`config.mk`:
```
export PLATFORM = sky130hd
export DESIGN_NAME = ex3_to_bin_seq
export DESIGN_NICKNAME = d
export VERILOG_FILES = /design/src/rtl/ex3_to_bin_seq.sv
export SDC_FILE = /design/constraint.sdc
export NUM_CORES = 1
export LEC_CHECK = 0
export CORE_UTILIZATION = 50
export CTS_CLUSTER_DIAMETER = 100
export DETAILED_ROUTE_END_ITERATION = 8
export GPL_TIMING_DRIVEN = 1
export PLACE_DENSITY = 0.74
export SLEW_MARGIN = 5
export SYNTH_ARGS = -nofsm -noshare
export SYNTH_HDL_FRONTEND = slang
export SYNTH_SLANG_ARGS = --single-unit
```
`constraint.sdc`:
```
create_clock -name clk -period 2.5 [get_ports clk]
set_input_delay 0.25 -clock clk [delete_from_list [all_inputs] [get_ports clk]]
set_output_delay 0.25 -clock clk [all_outputs]
set_load 0.01 [all_outputs]
```
`src/rtl/ex3_to_bin_seq.sv`:
```
// Sequential Excess-3 to binary decoder: one digit per clock via acc*10 + d.
// Optional saturating illegal-word counter output enabled by EX3_ERR_CNT_EN.
module ex3_to_bin_seq #(
  parameter int DIGITS = 2,
  parameter int BIN_W  = 7
) (
  input  logic                clk,
  input  logic                rst,
  input  logic [4*DIGITS-1:0] in_data,
  input  logic                in_valid,
  output logic                in_ready,
  output logic [BIN_W-1:0]    out_bin,
  output logic                out_err,
  output logic                out_valid,
  input  logic                out_ready
`ifdef EX3_ERR_CNT_EN
  ,
  output logic [7:0]          err_cnt
`endif
);

  localparam int IW = 4 * DIGITS;
  localparam int AW = BIN_W + 4;

  // Handshake semantics: a transfer happens on a rising edge where valid && ready;
  // in_ready is high only in IDLE, out_valid only in DONE, both from registered state.
  typedef enum logic [1:0] {IDLE, CONV, DONE} state_t;

  state_t            state, state_nxt;
  logic [IW-1:0]     shreg, shreg_nxt;
  logic [BIN_W-1:0]  acc, acc_nxt;
  logic [BIN_W-1:0]  out_bin_nxt;
  logic              err, err_nxt;
  logic              out_err_nxt;
  logic [3:0]        count, count_nxt;
  logic [3:0]        c;
  logic [3:0]        d;
  logic              legal;

  assign in_ready  = (state == IDLE);
  assign out_valid = (state == DONE);

  assign c     = shreg[IW-1 -: 4];
  assign legal = (c >= 4'd3) && (c <= 4'd12);
  assign d     = legal ? (c - 4'd3) : 4'd0;

  always_comb begin
    state_nxt   = state;
    shreg_nxt   = shreg;
    acc_nxt     = acc;
    err_nxt     = err;
    count_nxt   = count;
    out_bin_nxt = out_bin;
    out_err_nxt = out_err;
    case (state)
      IDLE: begin
        if (in_valid) begin
          shreg_nxt = in_data;
          acc_nxt   = '0;
          err_nxt   = 1'b0;
          count_nxt = '0;
          state_nxt = CONV;
        end
      end
      CONV: begin
        // Multiply-accumulate at BIN_W+4 bits, truncated back to the output width.
        acc_nxt   = BIN_W'(({4'b0000, acc} * AW'(10)) + AW'(d));
        err_nxt   = err | ~legal;
        shreg_nxt = shreg << 4;
        count_nxt = count + 4'd1;
        if (count == 4'(DIGITS - 1)) begin
          out_bin_nxt = acc_nxt;
          out_err_nxt = err_nxt;
          state_nxt   = DONE;
        end
      end
      DONE: begin
        if (out_ready) state_nxt = IDLE;
      end
      default: state_nxt = IDLE;
    endcase
  end

  always_ff @(posedge clk) begin
    if (rst) begin
      state   <= IDLE;
      shreg   <= '0;
      acc     <= '0;
      err     <= 1'b0;
      count   <= '0;
      out_bin <= '0;
      out_err <= 1'b0;
    end else begin
      state   <= state_nxt;
      shreg   <= shreg_nxt;
      acc     <= acc_nxt;
      err     <= err_nxt;
      count   <= count_nxt;
      out_bin <= out_bin_nxt;
      out_err <= out_err_nxt;
    end
  end

`ifdef EX3_ERR_CNT_EN
  // Counts delivered words that carried an illegal digit; sticks at 255.
  always_ff @(posedge clk) begin
    if (rst)
      err_cnt <= '0;
    else if (out_valid && out_ready && out_err && (err_cnt != 8'hFF))
      err_cnt <= err_cnt + 8'd1;
  end
`endif

endmodule

```
; ---- Word level (Yosys, flattened, before mapping)
; Index checks and enable logic that the tools add are counted.
[classes]
add_sub_neg = 3
n_mul = 1
order_cmp = 2
n_eq_ne = 6
muxes = 13
bitwise_logic = 2
reduce_logical = 6
[ops]
columns = operator, count
row1 = $pmux 8 s2, 1
row2 = $pmux 7 s2, 1
row3 = $mux 4, 2
row4 = $mux 8, 1
row5 = $pmux 4 s2, 1
row6 = $add 7x4->7, 1
row7 = $mul 7x3->6 const B, 1
row8 = $mux 7, 1
row9 = $mux 2, 3
row10 = $pmux 2 s3, 1
row11 = $add 4x1->4 const B, 1
row12 = $eq 4x1->1 const B, 1
row13 = $ge 4x2->1 const B, 1
row14 = $le 4x4->1 const B, 1
row15 = $ne 2x2->1 const B, 2
row16 = $reduce_and 2->1, 2
row17 = $sub 4x2->4 const B, 1
row18 = $reduce_and 3->1, 1
row19 = $eq 2x1->1 const B, 1
row20 = $eq 2x2->1 const B, 1
row21 = $logic_not 2->1, 1
row22 = $ne 2x1->1 const B, 1
row23 = $pmux 1 s2, 1
row24 = $reduce_bool 2->1, 1
row25 = other kinds (4), 4
[totals]
regBits = 30
output_inout_bits = 10
word_cells = 40

; ---- Depth between registers and ports, before layout
[depth]
depth_word = 5
depth_mapped = 10

; ---- Worst setup path before layout
; No wires, ideal clock.
[synth_path]
path_type = reg2reg
start = register shreg[4]
end = register out_bin[6]
setup_time_ns = 0.088
t_arrival_ns = 2.122
required_time_ns = 2.412
slack_ns = 0.290
stages_incl_launch_ff = 10
path_cell_list = dfxtp_1 > ha_1 > or3_1 > o21ai_2 > nor2_1 > ha_1 > a21o_1 > a21oi_1 > o21ai_0 > a311oi_2
[synth_between]
elab_chain_cells = 4
elab_cells_between_ends = 6
[synth_rtl]
columns = item, line
row1 = start: declaration, 30  ; logic [IW-1:0] shreg, shreg_nxt;
row2 = start signal: assignment, 95  ; shreg <= shreg_nxt;
row3 = $ge 4x2->1 / $le 4x4->1 (equally long branches), 44  ; assign legal = (c >= 4'd3) && (c <= 4'd12);
row4 = $logic_and 1x1->1, 44
row5 = $mux 4 *, 45  ; assign d = legal ? (c - 4'd3) : 4'd0;
row6 = $add 7x4->7 *, 67  ; acc_nxt = BIN_W'(({4'b0000, acc} * AW'(10)) + AW'(d));
row7 = end signal: assignment, 99  ; out_bin <= out_bin_nxt;
row8 = end: declaration, 12  ; output logic [BIN_W-1:0] out_bin,
; Every way passes the cells marked *; elsewhere a longest branch is shown, timed or not.
; A chain may end at the register's enable or synchronous reset.

; ---- Final worst setup path
; Ends and elaborated chain as after synthesis.

==> summary.md <==
| Metric | Value |
|---|---|
| P&R area growth vs syn | 18.4% |
| Largest net degree at the start of global routing | 15 |
| Gate power share | 21.7% |
| Setup CP Type | flop to flop |
| P_int | 0.000726 W |
| Vias/cell | 5.44 |
| Slew HR | 65.0% |
| Worst VDD drop | 0.377 mV |
| Tot Pwr | 0.00103 W |
| Hold crit path type | flop to flop |
| Clock buffer count from CTS | 5 |
| Post-CTS setup buffer count | 0 |
| CP Launch Type | flop |
| F_max | 429 MHz |
| Hold Violations, Final | 0 |
| Multi-input logic area | approximately 910 um2 |
| Synth Instances | 183 |
| First-pass GRT wire length | between 5000 and 6000 um |
| Core area | between 0.003 and 0.004 mm2 |
| Fillers | 260 |
| Rows | 20 |
| Final period util | 93.3% |
| Hpwl dp | between 2000 and 2500 um |
| Worst-Skew Late Latency | around 0.33 ns |
| Gr usage total | 21.5% |
| Register area | slightly below 600 um2 |
| GP Congestion | just over 0.8 |
| Initial antenna violation count | 0 |
| # port buffers | 21 |
| Antenna viol nets, final | 0 |
| Post-route cell area | 0.00188 mm2 |
| Wirelength per Cell | 13.1 um |
| CTS tree | done |
| Grt ovf | 0 |
| Final setup fails | 0 |
| Post-CTS Hold Fix Bufs | 0 |
| Max-Cap Viols | 0 |
| Sw frac | 29.5% |
| WP data arrival | 2.59 ns |
| Die Y | approximately 58 um |
| Post-route insts no fill | ~250 |
| Initial core utilization | 52.4% |
| Syn Std Cell Area | 0.00159 mm2 |
| Pins over their slew limit | 0 |
| Net Switching | around 0.0003 W |
| CTS sink count | 29 |
| Clk buf depth | 2 |
| PnR worst setup slack | approximately 0.17 ns |
| Synth Register Bits | 29 |
| Initial drt markers | 53 |
| Placed Cells | 239 |
| H-tree depth | 2 |
| Synth cell types | 40 |
| Skew final | 0.00977 ns |
| Outcome | complete, no violations |
| P_leak | 0.725 nW |
| Hold path depth | 2 |
| Layout cells sized above 1 | 11.9% |
| # diodes | 0 |
| Syn nets | 208 |
| Tightest Pin Transition | approximately 0.52 ns |
| Worst path required time | 2.76 ns |
| Root Driver | clkbuf_4 |
| CTS clock-pin slew for the worst setup and hold paths | approximately 0.09 ns |
| Vias in the first global route | approximately 1,300 |
| R2R Setup Slk | 0.17 ns |
| WL final | roughly 3200 um |
| Die Wd | 58.3 um |
| Endpoint type of the worst setup path | flop |
| Mean cell area of the mapped netlist | 8.67 um2 |
| Vias | 1,338 |
| Fin nets | between 200 and 250 |
| CP Max Fanout | 7 |
| Cell depth of the worst flop-to-flop path | 9 |
| Placed cell area | 0.00180 mm2 |
| Setup tns final | 0 ns |
| DRT Pass-1 Iters | 4 |
| RSZ-0062 raised after global routing | false |
| Clock Power Share | between 20% and 30% |
| Final min period | 2.33 ns |
| Die ar. | 0.00340 mm2 |
| Sequential share of power | approximately 50% |
| Sequential share of the synthesized area | 36.6% |
| Post-Place Setup Slack | 0.0489 ns |
| Yosys warns | 0 |
| Remaining DRCs | 0 |
| P per Cell Area | 548 mW/mm2 |
| Io pins | 22 |
-- power by group through the flow --
| stage | registers, W | clock network, W | logic, W |
|---|---|---|---|
| 2_1_floorplan | 0.000519 | 0 | 0.000159 |
| 3_3_place_gp | 0.000527 | 0 | 0.000207 |
| 3_5_place_dp | 0.000529 | 0 | 0.000212 |
| 4_1_cts | 0.000518 | 0.000295 | 0.000213 |
| 5_1_grt | 0.000523 | 0.000309 | 0.000248 |
| 6_report | 0.000519 | 0.000288 | 0.000223 |
-- final timing paths --
path                           start                 endpoint
min reg2reg  out_bin[1]$_SDFFE_PP0P_  out_bin[1]$_SDFFE_PP0P_
max            shreg[4]$_SDFFE_PP0P_  out_bin[6]$_SDFFE_PP0P_
max reg2reg    shreg[4]$_SDFFE_PP0P_  out_bin[6]$_SDFFE_PP0P_
min          out_bin[1]$_SDFFE_PP0P_  out_bin[1]$_SDFFE_PP0P_
-- cell usage after synthesis --
library cell     n  area share [%]
nand3_1          5             1.6
inv_1           13             3.1
nand4_1          2            0.79
nor3b_2          1            0.79
a2bb2oi_1        6             3.3
buf_6            1            0.71
and2_2           1            0.47
mux2_2           2             1.4
nor3_1           2            0.63
a21o_1           1            0.47
nand2_2          1            0.39
o21ai_0          5             1.6
o31ai_1          2            0.95
o221ai_1         2             1.1
o21ai_2          1            0.55
a21oi_1         16             5.0
dlymetal6s2s_1   1            0.79
nor2b_1          5             2.0
nand2b_1         1            0.39
xnor2_2          2             2.1
or2_2            1            0.39
o311ai_0         2             1.1
or3_1            5             2.0
nand2_1         11             2.6
nor2_2           1            0.39
ha_1            11             8.7
nor2_1          24             5.7
a211oi_1         2            0.95
o32ai_1          1            0.55
xor2_1           1            0.55
fa_1             2             2.5
buf_2            3            0.95
a221oi_1         2             1.1
a22oi_1          4             1.9
dfxtp_1         29              37
o22ai_1          3             1.2
a311oi_2         1            0.95
xnor2_1          4             2.2
buf_4            1            0.47
clkbuf_1         5             1.2
-- layout by cell type, fill, tap and decap left out, types with 3 or more instances in the layout --
cell type / netlist / routed
xnor2_1: 4 / 4
o21ai_0: 5 / 5
ha_1: 11 / 11
nor2b_1: 5 / 5
o22ai_1: 3 / 3
inv_1: 13 / 13
a2bb2oi_1: 6 / 6
a21oi_1: 16 / 14
a22oi_1: 4 / 4
nand3_1: 5 / 5
clkbuf_4: 0 / 5
nand2_1: 11 / 11
clkdlybuf4s50_1: 0 / 21
nor2_1: 24 / 23
dfxtp_1: 29 / 28
or3_1: 5 / 5
-- layout make-up --
cell class | instances | share of cell area, %
Inverter | 13 | 2.60
Tap cell | 44 | 2.93
Sequential cell | 29 | 31.0
Multi-Input combinational cell | 130 | 48.6
Timing Repair Buffer | 23 | 12.0
Clock buffer | 7 | 2.93
-- cell families after synthesis --
| logic type | Yosys count | synth area share, % |
|---|---|---|
| AO/OA/AOI/OAI | 48 | 20.7 |
| XOR/XNOR | 7 | 4.81 |
| adder cells (fa/ha/maj) | 13 | 11.2 |
| buffers and inverters | 24 | 7.18 |
| flip-flops | 29 | 36.6 |
| multiplexers | 2 | 1.42 |
| AND/OR/NAND/NOR | 60 | 18.1 |
-- registers in the layout, indices dropped and copies added (netlist names) --
register / count
out_err: 1
state: 2
err: 1
shreg: 8
out_bin: 7
acc: 6
count: 4
-- through the flow --
| stage | hold WS [ns] | util, % |
|---|---|---|
| after floorplan | 0.428 | - |
| after global placement | 0.442 | 59.5 |
| after detailed placement | 0.454 | 59.5 |
| after CTS | 0.466 | 61.3 |
| after global routing | 0.488 | 62.0 |
| final | 0.462 | 62.0 |
-- critical path, stage by stage (launching register included) --
cell	delay (ns)
dfxtp_2	0.36
ha_1	0.23
or3_1	0.36
o21ai_4	0.12
nor2_2	0.09
ha_1	0.28
a21o_1	0.13
a21oi_2	0.09
or3_1	0.33
a311oi_2	0.26
-- repair_timing --
action	CTS	global route
resized for setup	0	6
hold endpoints to repair	0	0
setup endpoints to repair	0	6
-- routing by layer --
layer  part of all wire (%)  vias up  GRT usage, %
met2                     50       26          36.8
met4                    1.7        0          11.2
met3                    3.5        5          6.15
met5                      0        -             0
met1                     44      632          24.4
li1                       -      675             -
No activity file was read; power rests on OpenSTA's default activity.
